$ cat src/rtl/systolic_pkg.sv
// Shared sizing, FSM encoding and helpers for the systolic array feeder.
package systolic_pkg;

    localparam int N      = 3;
    localparam int DATA_W = 8;

    typedef enum logic [1:0] {
        S_IDLE  = 2'd0,
        S_CLEAR = 2'd1,
        S_FEED  = 2'd2,
        S_DONE  = 2'd3
    } state_t;

    // Index width that never collapses to zero bits for degenerate sizes.
    function automatic int clog2_min1(input int n);
        return (n > 1) ? $clog2(n) : 1;
    endfunction

endpackage

$ cat src/rtl/systolic_feeder_if.sv
// Matrix-load port, run control and skewed array feed bus of systolic_feeder.
interface systolic_feeder_if #(
    parameter int N      = systolic_pkg::N,
    parameter int DATA_W = systolic_pkg::DATA_W
);
    localparam int IDX_W = systolic_pkg::clog2_min1(N);

    logic                  wr_en;
    logic                  wr_sel;
    logic [IDX_W-1:0]      wr_row;
    logic [IDX_W-1:0]      wr_col;
    logic [DATA_W-1:0]     wr_data;
    logic                  start;
    logic                  busy;
    logic                  done;
    logic                  array_clr;
    logic [N*DATA_W-1:0]   row_out;
    logic [N*DATA_W-1:0]   col_out;

    modport master (
        output wr_en, wr_sel, wr_row, wr_col, wr_data, start,
        input  busy, done, array_clr, row_out, col_out
    );

    modport slave (
        input  wr_en, wr_sel, wr_row, wr_col, wr_data, start,
        output busy, done, array_clr, row_out, col_out
    );

endinterface

$ cat src/rtl/feeder_matrix_bank.sv
// N x N register bank with one write port; element (r,c) sits at flat slot r*N+c.
module feeder_matrix_bank #(
    parameter int  N      = systolic_pkg::N,
    parameter int  DATA_W = systolic_pkg::DATA_W,
    localparam int IDX_W  = systolic_pkg::clog2_min1(N)
) (
    input  logic                    clk,
    input  logic                    rst,
    input  logic                    wr_en,
    input  logic [IDX_W-1:0]        wr_row,
    input  logic [IDX_W-1:0]        wr_col,
    input  logic [DATA_W-1:0]       wr_data,
    output logic [N*N*DATA_W-1:0]   rd_bus
);
    import systolic_pkg::*;

    logic [N-1:0][N-1:0][DATA_W-1:0] mem;

    // NOTE: the bank is plain flops, so it takes the async reset like any other state; a RAM macro could not.
    always_ff @(posedge clk or negedge rst) begin
        if (!rst) begin
            mem <= '0;
        end else if (wr_en && (int'(wr_row) < N) && (int'(wr_col) < N)) begin
            mem[wr_row][wr_col] <= wr_data;
        end
    end

    assign rd_bus = mem;

endmodule

$ cat src/rtl/systolic_feeder.sv
// Loads A and B, then streams them diagonally skewed into an N x N systolic array.
module systolic_feeder #(
    parameter int N      = systolic_pkg::N,
    parameter int DATA_W = systolic_pkg::DATA_W
) (
    input  logic              clk,
    input  logic              rst,
    systolic_feeder_if.slave  bus
);
    import systolic_pkg::*;

    localparam int T_LAST = 3 * N - 3;
    localparam int CNT_W  = clog2_min1(3 * N - 2);

    state_t             state, state_next;
    logic [CNT_W-1:0]   t, t_next;
    logic               wr_a, wr_b;
    logic [N*N*DATA_W-1:0] a_bus, b_bus;

    // Banks only accept writes while idle so a run always sees a stable matrix.
    assign wr_a = bus.wr_en && (state == S_IDLE) && !bus.wr_sel;
    assign wr_b = bus.wr_en && (state == S_IDLE) &&  bus.wr_sel;

    feeder_matrix_bank #(.N(N), .DATA_W(DATA_W)) u_bank_a (
        .clk(clk), .rst(rst), .wr_en(wr_a), .wr_row(bus.wr_row),
        .wr_col(bus.wr_col), .wr_data(bus.wr_data), .rd_bus(a_bus)
    );

    feeder_matrix_bank #(.N(N), .DATA_W(DATA_W)) u_bank_b (
        .clk(clk), .rst(rst), .wr_en(wr_b), .wr_row(bus.wr_row),
        .wr_col(bus.wr_col), .wr_data(bus.wr_data), .rd_bus(b_bus)
    );

    // NOTE: sequential state uses non-blocking assignments so every flop samples pre-edge values.
    always_ff @(posedge clk or negedge rst) begin
        if (!rst) begin
            state <= S_IDLE;
            t     <= '0;
        end else begin
            state <= state_next;
            t     <= t_next;
        end
    end

    // NOTE: defaults come first so no path through the case leaves a signal unassigned (no latch).
    always_comb begin
        state_next = state;
        t_next     = '0;
        case (state)
            S_IDLE:  if (bus.start) state_next = S_CLEAR;
            S_CLEAR: state_next = S_FEED;
            S_FEED: begin
                if (t == CNT_W'(T_LAST)) state_next = S_DONE;
                else                     t_next     = t + 1'b1;
            end
            S_DONE:  state_next = S_IDLE;
            default: state_next = S_IDLE;
        endcase
    end

    assign bus.busy      = (state == S_CLEAR) || (state == S_FEED);
    assign bus.done      = (state == S_DONE);
    assign bus.array_clr = (state == S_CLEAR);

    // Row i and column j are delayed by i (resp. j) cycles so operands meet at PE(i,j).
    always_comb begin
        int k;
        k           = 0;
        bus.row_out = '0;
        bus.col_out = '0;
        if (state == S_FEED) begin
            for (int i = 0; i < N; i++) begin
                k = int'(t) - i;
                if (k >= 0 && k < N) begin
                    bus.row_out[i*DATA_W +: DATA_W] = a_bus[(i*N + k)*DATA_W +: DATA_W];
                    bus.col_out[i*DATA_W +: DATA_W] = b_bus[(k*N + i)*DATA_W +: DATA_W];
                end
            end
        end
    end

endmodule

$ cat src/flat_wrapper.sv
// flat-port wrapper written by rule: the top's interface ports become plain ports
module systolic_feeder_flat import systolic_pkg::*;
#(
    parameter int N      = systolic_pkg::N,
    parameter int DATA_W = systolic_pkg::DATA_W
)
  (clk, rst, bus_wr_en, bus_wr_sel, bus_wr_row, bus_wr_col, bus_wr_data, bus_start, bus_busy, bus_done, bus_array_clr, bus_row_out, bus_col_out);
  systolic_feeder_if #(.N(N), .DATA_W(DATA_W)) bus_i ();
  input  logic clk;
  input  logic rst;
  input wire logic [$bits(bus_i.wr_en)-1:0] bus_wr_en;
  input wire logic [$bits(bus_i.wr_sel)-1:0] bus_wr_sel;
  input wire logic [$bits(bus_i.wr_row)-1:0] bus_wr_row;
  input wire logic [$bits(bus_i.wr_col)-1:0] bus_wr_col;
  input wire logic [$bits(bus_i.wr_data)-1:0] bus_wr_data;
  input wire logic [$bits(bus_i.start)-1:0] bus_start;
  output wire logic [$bits(bus_i.busy)-1:0] bus_busy;
  output wire logic [$bits(bus_i.done)-1:0] bus_done;
  output wire logic [$bits(bus_i.array_clr)-1:0] bus_array_clr;
  output wire logic [$bits(bus_i.row_out)-1:0] bus_row_out;
  output wire logic [$bits(bus_i.col_out)-1:0] bus_col_out;
  assign bus_i.wr_en = bus_wr_en;
  assign bus_i.wr_sel = bus_wr_sel;
  assign bus_i.wr_row = bus_wr_row;
  assign bus_i.wr_col = bus_wr_col;
  assign bus_i.wr_data = bus_wr_data;
  assign bus_i.start = bus_start;
  assign bus_busy = bus_i.busy;
  assign bus_done = bus_i.done;
  assign bus_array_clr = bus_i.array_clr;
  assign bus_row_out = bus_i.row_out;
  assign bus_col_out = bus_i.col_out;
  systolic_feeder #(.N(N), .DATA_W(DATA_W)) u_core (.clk(clk), .rst(rst), .bus(bus_i));
endmodule
$ cat config.mk
export PLATFORM = sky130hd
export DESIGN_NAME = systolic_feeder_flat
export DESIGN_NICKNAME = d
export VERILOG_FILES = /design/src/rtl/systolic_pkg.sv /design/src/rtl/systolic_feeder_if.sv /design/src/rtl/feeder_matrix_bank.sv /design/src/rtl/systolic_feeder.sv /design/src/flat_wrapper.sv
export SDC_FILE = /design/constraint.sdc
export NUM_CORES = 1
export LEC_CHECK = 0
export CAP_MARGIN = 40
export CORE_MARGIN = 1.5
export CORE_UTILIZATION = 45
export CTS_CLUSTER_SIZE = 25
export DETAILED_ROUTE_END_ITERATION = 10
export GPL_TIMING_DRIVEN = 0
export PLACE_DENSITY = 0.62
export REMOVE_ABC_BUFFERS = 1
export SLEW_MARGIN = 20
export SYNTH_ARGS = -nofsm -noshare
export SYNTH_HDL_FRONTEND = slang
export SYNTH_SLANG_ARGS = --single-unit
$ cat constraint.sdc
create_clock -name clk -period 7.3 [get_ports clk]
set_input_delay 2.19 -clock clk [delete_from_list [all_inputs] [get_ports clk]]
set_output_delay 2.19 -clock clk [all_outputs]
set_load 0.1 [all_outputs]
==> impl_metrics.json <==
{
  "status": "completed",
  "drtIter0Drc": 574,
  "synth.avg_cell_area_sq_um": 12.43,
  "synth_common_cells": "149 x dfrtp_1, 143 x mux2_2, 57 x mux2i_1, 48 x nand2_1, 42 x nand3_1",
  "finalClockSkew_ns": 0.007801,
  "slew_violations": 0,
  "fin_util": 0.5856,
  "area_growth_pct": 27.57,
  "synth_top_area_frac": 0.4014,
  "dpl.hpwl_microns": 17450,
  "cts_buffers": 17,
  "startpoint_type": "flip-flop",
  "synth_cell_types": 55,
  "path_class": "reg2out",
  "ir_drop_uv": 303.3,
  "dp.cells": 1110,
  "rows": 52,
  "route.detailed.drc": 0,
  "chipHeight_microns": 146.7,
  "ioPinCount": 68,
  "cts-root-buf": "clkbuf_16",
  "cts.clk_slew.worst_paths_ns": 0.06,
  "slowest_stage": "clkdlybuf4s50_1",
  "syn_area_sq_um": 9289,
  "num_vias": 6913,
  "worstPathArrival_ns": 4.97,
  "htreeDepth": 4,
  "gp_routability_congestion": 0.8429,
  "path_buf_inv": 6,
  "routedWlPerCell_microns": 23.06,
  "critPathMaxFanout": 19,
  "critPathCaptureType": "output port",
  "cp_top_family": "adder cells",
  "ant_nets": 0,
  "first_pass_iters": 5,
  "synth-edff-count": 0,
  "finalHoldViolCount": 0,
  "die_area_sq_um": 21510,
  "cap_viol_max_count": 0,
  "start_util": 0.4591,
  "rsz0062_at_grt": "false",
  "tightestPinTransition_ns": 0.9215,
  "core_area_sq_um": 20230,
  "cts-hold-fix-buffers": 0,
  "p_leak_nw": 5.257,
  "powerDensity_nw_per_um2": 406.9,
  "grt_max_degree": 99,
  "yosysMostFrequentCell": "dfrtp_1",
  "synth_seq_cells": 149,
  "netlist_instances": 747,
  "antenna_cells": 0,
  "ys_seq_area_frac": 0.4014,
  "cp.required_ns": 5.11,
  "portBuffers": 67,
  "fin_crit_sh": 0.9806,
  "clockBufferDepth": 2,
  "grt_pass1_vias": 7294,
  "fmax_mhz": 139.7,
  "synth_area_leader_cell": "dfrtp_1",
  "min_path_type": "reg2reg",
  "grt_pass1_wl_microns": 40800,
  "path_cells": "buf_16 > clkinvlp_4 > ha_4 > buf_16 > inv_1 > ha_1 > ha_1 > fa_2 > and3_1 > or2_2 > a211oi_2 > o21bai_4 > nor2_2 > clkdlybuf4s50_1 > buf_8",
  "gr-total-overflow": 0,
  "ys_warn_count": 0,
  "postRouteWirelength_microns": 26450,
  "nets": 909,
  "yosys-top-cells-area": "dfrtp_1 40%, mux2_2 17%, mux2i_1 6.1%, mux4_2 6.1%, mux4_1 4.5%",
  "grt_use_total": 0.2493,
  "antenna_found_initial": 0,
  "cts_tree": "yes",
  "async_reset_ff_frac": 1.000,
  "critPathMaxStageDelay_ns": 0.54,
  "setup_viol": 0,
  "die-width_microns": 146.7,
  "synthFlopType": "dfrtp_1",
  "finalNonFillerCells": 1147,
  "clkSinkCount": 149,
  "viasPerCell": 6.027,
  "finalPower_mw": 4.822,
  "clk_latency_ns": 0.42,
  "layout-drive-gt1-share": 0.3444,
  "fillCellCount": 1616,
  "min_period_ns": 7.159,
  "slew_headroom": 0.3836
}
[placed cells by master, fill, tap and decap left out, types with 25 or more instances in the layout]
master	netlist	final
nand2_1	48	48
mux4_2	25	25
o22ai_1	31	31
dfrtp_1	149	147
mux2i_1	57	57
buf_8	0	53
clkdlybuf4s50_1	0	66
ha_1	26	25
mux2_2	143	143
nand3_1	42	42
[where the power goes]
group	total, mW	internal (mW)	leakage, nW	switching (mW)
combinational	2.74	1.15	2.94	1.58
clock	0.917	0.550	0.297	0.367
sequential	1.17	1.01	2.02	0.161
[cells by family (layout without fill, tap and decap cells)]
group | after synthesis | after routing | synth area share
multiplexers | 243 | 243 | 0.3431
flip-flops | 149 | 149 | 0.4014
XOR/XNOR | 13 | 13 | 0.01468
buffers and inverters | 50 | 180 | 0.02883
adder cells (fa/ha/maj) | 28 | 28 | 0.03933
AO/OA/AOI/OAI | 88 | 88 | 0.06277
AND/OR/NAND/NOR | 176 | 176 | 0.1099
[worst reg2reg max path, cell delays in order (launching register included)]
cell and delay [ns]:
dfrtp_1 0.41, inv_1 0.12, ha_1 0.22, nand3_4 0.15, nor3b_2 0.31, and2_1 0.60, mux2_2 0.42
[sequential cells by signal, summed over array words and instances (netlist names)]
| signal | cells |
|---|---|
| u_core.t | 3 |
| u_core.state | 2 |
| u_core.u_bank_b.rd_bus | 72 |
| u_core.u_bank_a.rd_bus | 72 |
[layout make-up]
cell class	count	area, sq um	area share
flip-flops and latches	149	3736	0.3153
inverters	12	48.80	0.004118
well taps	270	337.8	0.02851
repair buffers	136	1724	0.1455
clock buffers	18	439.2	0.03706
multi-input cells	548	5391	0.4550
clock inverters	14	172.7	0.01457
[metal layers]
metal / part of all wire / up-vias / track usage
met1: 0.42 / 3580 / 0.3219
met3: 0.055 / 52 / 0.04063
met2: 0.50 / 228 / 0.4186
met4: 0.027 / 0 / 0.09949
li1: - / 3053 / -
met5: 0 / - / 0
[metrics by stage]
step	hold slack [ns]	worst slack [ns]	instance area [sq um]	TNS, ns
after floorplan	0.4778	-2.223	9066	-38.88
after global placement	0.4930	-4.225	10070	-396.68
after detailed placement	0.5110	-0.05516	11110	-0.09569
after CTS	0.5257	0.01607	11790	0
after global routing	0.5415	0.01036	11850	0
final	0.5265	0.1414	11850	0
[repair_timing]
action,CTS,global route
setup endpoints to repair,8,12
resized for setup,7,5
hold endpoints to repair,0,0
setup buffers,3,0
pin swaps,1,0
gates cloned,0,1
[worst paths after layout]
path	slack [ns]	start	to	cells past startpoint
setup / recovery	0.14	u_core.t[0]	bus_col_out[8]	15
hold reg to reg	0.53	u_core.u_bank_a.rd_bus[28]	u_core.u_bank_a.rd_bus[28]	1
max in group asynchronous	4.77	rst	u_core.t[0]	2
min in group asynchronous	1.67	rst	u_core.u_bank_a.rd_bus[48]	1
setup reg to reg	4.97	u_core.state[0]	u_core.u_bank_b.rd_bus[52]	6
hold / removal	0.53	u_core.u_bank_a.rd_bus[28]	u_core.u_bank_a.rd_bus[28]	1
(Power assumes the default switching activity.)
